`src/rtl/seq_bit_deserializer_if.sv`:
```
// Serial-bit input and parallel-word output handshakes of seq_bit_deserializer.
// slave is the deserializer side, master is the producer/consumer side.
interface seq_bit_deserializer_if #(
  parameter int NBITS = 8
);
  logic                     in_val;
  logic                     in_bit;
  logic                     in_rdy;
  logic                     out_val;
  logic [NBITS-1:0]         out_data;
  logic                     out_rdy;
  logic [$clog2(NBITS)-1:0] bit_count;

  modport slave (
    input  in_val,
    input  in_bit,
    output in_rdy,
    output out_val,
    output out_data,
    input  out_rdy,
    output bit_count
  );

  modport master (
    output in_val,
    output in_bit,
    input  in_rdy,
    input  out_val,
    input  out_data,
    output out_rdy,
    input  bit_count
  );
endinterface

```
`src/rtl/seq_bit_deserializer.sv`:
```
// Packs a valid/ready single-bit stream MSB-first into NBITS-bit words and
// holds each completed word in a one-entry output register.
module seq_bit_deserializer #(
  parameter int NBITS = 8
) (
  input  logic                        clk,
  input  logic                        reset,
  input  logic                        clear,
  seq_bit_deserializer_if.slave       bus
);
  localparam int            CW   = $clog2(NBITS);
  localparam logic [CW-1:0] LAST = CW'(NBITS - 1);

  logic [NBITS-1:0] sreg;
  logic [NBITS-1:0] odata;
  logic [CW-1:0]    cnt;
  logic             ovalid;
  logic             last_bit;
  logic             in_fire;
  logic             out_fire;

  // in_rdy comes from registered state only, so out_rdy never reaches it.
  assign last_bit     = (cnt == LAST);
  assign bus.in_rdy   = !(ovalid && last_bit);
  assign in_fire      = bus.in_val && bus.in_rdy && !clear;
  assign out_fire     = ovalid && bus.out_rdy;

  assign bus.out_val   = ovalid;
  assign bus.out_data  = odata;
  assign bus.bit_count = cnt;

  always_ff @(posedge clk or negedge reset) begin
    if (!reset) begin
      sreg   <= '0;
      cnt    <= '0;
      odata  <= '0;
      ovalid <= 1'b0;
    end else begin
      if (clear) begin
        sreg <= '0;
        cnt  <= '0;
      end else if (in_fire) begin
        if (last_bit) begin
          sreg <= '0;
          cnt  <= '0;
        end else begin
          sreg <= {sreg[NBITS-2:0], bus.in_bit};
          cnt  <= cnt + 1'b1;
        end
      end

      // A completing bit beats a same-cycle dequeue: the new word stays valid.
      if (in_fire && last_bit) begin
        odata  <= {sreg[NBITS-2:0], bus.in_bit};
        ovalid <= 1'b1;
      end else if (out_fire) begin
        ovalid <= 1'b0;
      end
    end
  end
endmodule

```
`src/flat_wrapper.sv`:
```
// flat-port wrapper written by rule: the top's interface ports become plain ports
module seq_bit_deserializer_flat 
#(
  parameter int NBITS = 8
)
  (clk, reset, clear, bus_in_val, bus_in_bit, bus_in_rdy, bus_out_val, bus_out_data, bus_out_rdy, bus_bit_count);
  seq_bit_deserializer_if #(.NBITS(NBITS)) bus_i ();
  input  logic clk;
  input  logic reset;
  input  logic clear;
  input wire logic [$bits(bus_i.in_val)-1:0] bus_in_val;
  input wire logic [$bits(bus_i.in_bit)-1:0] bus_in_bit;
  output wire logic [$bits(bus_i.in_rdy)-1:0] bus_in_rdy;
  output wire logic [$bits(bus_i.out_val)-1:0] bus_out_val;
  output wire logic [$bits(bus_i.out_data)-1:0] bus_out_data;
  input wire logic [$bits(bus_i.out_rdy)-1:0] bus_out_rdy;
  output wire logic [$bits(bus_i.bit_count)-1:0] bus_bit_count;
  assign bus_i.in_val = bus_in_val;
  assign bus_i.in_bit = bus_in_bit;
  assign bus_in_rdy = bus_i.in_rdy;
  assign bus_out_val = bus_i.out_val;
  assign bus_out_data = bus_i.out_data;
  assign bus_i.out_rdy = bus_out_rdy;
  assign bus_bit_count = bus_i.bit_count;
  seq_bit_deserializer #(.NBITS(NBITS)) u_core (.clk(clk), .reset(reset), .clear(clear), .bus(bus_i));
endmodule
```
`config.mk`:
```
export PLATFORM = sky130hd
export DESIGN_NAME = seq_bit_deserializer_flat
export DESIGN_NICKNAME = d
export VERILOG_FILES = /design/src/rtl/seq_bit_deserializer_if.sv /design/src/rtl/seq_bit_deserializer.sv /design/src/flat_wrapper.sv
export SDC_FILE = /design/constraint.sdc
export NUM_CORES = 1
export LEC_CHECK = 0
export CAP_MARGIN = 20
export CELL_PAD_IN_SITES_DETAIL_PLACEMENT = 1
export CELL_PAD_IN_SITES_GLOBAL_PLACEMENT = 2
export CORE_UTILIZATION = 34
export CTS_CLUSTER_DIAMETER = 100
export DETAILED_ROUTE_END_ITERATION = 12
export PLACE_DENSITY = 0.85
export SETUP_SLACK_MARGIN = 0.15
export SYNTH_ARGS = -nofsm -noshare
export SYNTH_HDL_FRONTEND = slang
export SYNTH_SLANG_ARGS = --single-unit
```
`constraint.sdc`:
```
create_clock -name clk -period 2.4 [get_ports clk]
set_input_delay 0.24 -clock clk [delete_from_list [all_inputs] [get_ports clk]]
set_output_delay 0.24 -clock clk [all_outputs]
set_load 0.05 [all_outputs]
```
==> results.md <==
* Power density cells at 510 nW/um2
* Global placement routability congestion at 0.670
* Largest net degree at the start of global routing at 20
* Switching part of the total at 25.0%
* FF-to-FF Start: u_core.bus.bit_count[0]
* Via-per-instance ratio at 5.07
* Combinational power share at 10.3%
* CTS buffer count at 3
* Max IR drop VDD at 0.403 mV
* Net Count, Synth at 70
* Sw Pwr at 0.137 mW
* Root Buffer: clkbuf_4
* Crit path cell chain: ha_1 -> ha_1 -> nand2_1 -> dlygate4sd2_1
* Total Routing Usage GR at 14.7%
* I/O pins at 19
* Worst path top cell family by delay: buffers and inverters
* R2R depth at 4
* Worst hold path class: primary input to asynchronous set/reset pin
* First-pass GRT wire length at 2.79 mm
* Pleak at 0.492 nW
* Post-DP Area at 1050 um2
* Drt first pass iters at 4
* Final setup vio count at 0
* Syn Inst Count at 62
* Core ar. at 2280 um2
* Post-Syn Area at 838 um2
* Initial DRC Count at 1
* Initial antenna violation count at 0
* Hold Slack at 0.270 ns
* Avg Inst Size Synth at 13.5 um2
* Placed cells at 107
* Grt ovf at 0
* Sequential share of the synthesized area at 56.7%
* Final Cell Area at 1080 um2
* Flop pwr share at 60.0%
* CP Buf/Inv Count at 1
* Share of layout cells above drive strength 1 at 19.3%
* Worst-path maximum fanout at 4
* Critical path arrival at 1.74 ns
* Synth top area cells: dfrtp_1, mux2_4, nand2b_1
* Flop2flop setup slack at 0.59 ns
* Worst slack, placed at 0.469 ns
* Nets at 92
* Number of diodes at 0
* Power Total at 0.548 mW
* Routed Antenna Nets at 0
* Setup TNS at 0 ns
* Fmax at 505 MHz
* Die Y-Extent at 51.7 um
* CTS Hold Buffers Added at 0
* Critical path endpoint category: output pin
* Die ar. at 2670 um2
* Critical path class: flip-flop to output pin
* Wire per inst at 14.2 um
* Number of max-cap violations at 0
* Synth unique cells at 15
* Post-synthesis register bit count at 19
* Unrepaired setup endpoints after global routing: no
* H-Tree Depth at 1
* Detailed placer's ending HPWL at 1.12 mm
* Outcome: finished clean
* Slew headroom at 62.4%
* Crit path launch type: flip-flop
* Int Power at 0.411 mW
* Slowest stage delay, CP at 0.52 ns
* Num rows at 17
* Clock power frac at 29.7%
* Slew @ Worst Pin at 0.565 ns
* Area added between synthesis and finish at 28.4%
* Reg-to-reg endpoint: u_core.bus.out_data[0]
* Final Hold Viols at 0
* CTS tree: yes
* Routed wire length at 1.57 mm
* CTS sink count at 19
* Clock Pin Slew Worst Setup and Hold Paths at 0.11 ns
* Yosys Warn Count at 0
* Initial Util at 36.8%
* Final Critical Period at 1.98 ns
* Number of global-route vias before repair at 613
* Final period utilization at 82.4%
* Synth top area share at 56.7%
* Clk_lat worst skew at 0.30 ns
* Critical-path top delay cell: dlygate4sd2_1
* I/O Buffers at 18
* Final setup skew at 0.00398 ns
* Via count at 563
* Worst setup margin at 0.422 ns
* Cell mode on critical path: ha_1
* Width of the die at 51.7 um
* Most area-hungry cell type in the Yosys netlist: dfrtp_1
* DRC at 0
* Data required, critical path at 2.16 ns
* Max-slew violation count at 0
* Non-filler instance count after layout at 111
* CTS Buffer Depth at 2
* Post-layout util at 47.3%
-- flip-flops by register name (all words and copies together) (netlist names) --
name	cells
u_core.sreg	7
u_core.bus.out_val	1
u_core.bus.out_data	8
u_core.bus.bit_count	3
-- cells in the mapped netlist --
library cell / n
nand2_1: 1
a21boi_2: 1
mux2_4: 8
ha_1: 2
o22ai_1: 6
and4bb_1: 1
buf_6: 1
nand2b_1: 11
or2_2: 1
clkbuf_1: 2
a21o_1: 1
o32ai_1: 3
dfrtp_1: 19
inv_1: 4
mux2i_1: 1
-- power by group through the flow --
stage	registers [mW]	clock network (mW)	logic, mW
2_1_floorplan	0.345	0	0.0187
3_5_place_dp	0.335	0	0.0579
4_1_cts	0.329	0.173	0.0581
5_1_grt	0.330	0.185	0.0632
3_3_place_gp	0.335	0	0.0571
6_report	0.329	0.163	0.0567
-- kinds of logic after synthesis --
kind of cell | after synthesis | synth area share [%]
AOI/OAI and AO/OA | 11 | 9.85
buffers and inverters | 7 | 4.03
DFF | 19 | 56.7
and+or+nand+nor | 14 | 10.9
muxes | 9 | 15.5
adders and majority gates | 2 | 2.98
-- worst max-delay path by stage --
stage,startpoint,to,cells after the start
2_1_floorplan,u_core.bus.bit_count[0],u_core.bus.out_data[0],5
3_3_place_gp,u_core.bus.bit_count[0],bus_in_rdy,4
3_5_place_dp,u_core.bus.bit_count[0],bus_in_rdy,4
4_1_cts,u_core.bus.bit_count[0],bus_in_rdy,4
5_1_grt,u_core.bus.bit_count[0],bus_in_rdy,4
6_report,u_core.bus.bit_count[0],bus_in_rdy,4
-- cell usage in the layout (no fill, tap or decap) --
| cell | instances |
|---|---|
| clkinv_2 | 1 |
| o22ai_1 | 6 |
| or2_2 | 1 |
| and4bb_1 | 1 |
| dlygate4sd2_1 | 1 |
| a21boi_2 | 1 |
| nand2b_1 | 11 |
| mux2_4 | 8 |
| nand2_1 | 1 |
| a21o_1 | 1 |
| mux2i_1 | 1 |
| o32ai_1 | 3 |
| dfrtp_1 | 19 |
| buf_4 | 2 |
| ha_1 | 2 |
| clkbuf_4 | 3 |
| clkdlybuf4s50_1 | 17 |
| inv_1 | 4 |
-- worst register-to-register path, delay by kind of cell (launching register included) --
kind	cells	cell delay, ns
adder cells (fa/ha/maj)	2	0.37
AND/OR/NAND/NOR	1	0.58
flip-flops	1	0.40
multiplexers	1	0.35
-- routing by layer --
metal	wire [um]	global-route usage, %
met1	712	17.4
met2	800	23.8
met3	60	5.26
met4	0	6.76
met5	0	0
-- layout make-up --
class / instances / area [um2]
well taps: 28 / 35.0
clock inverters: 1 / 5.00
repair buffers: 20 / 194
multi-input cells: 36 / 329
clock buffers: 3 / 22.5
fillers: 247 / 1200
flip-flops and latches: 19 / 475
inverters: 4 / 15.0
-- what timing repair did --
item | CTS | global route
gates resized for setup | 1 | 0
buffers inserted | 0 | 0
endpoints found under the setup margin | 1 | 0
endpoints found under the hold margin | 0 | 0
No activity file was read; power rests on OpenSTA's default activity.
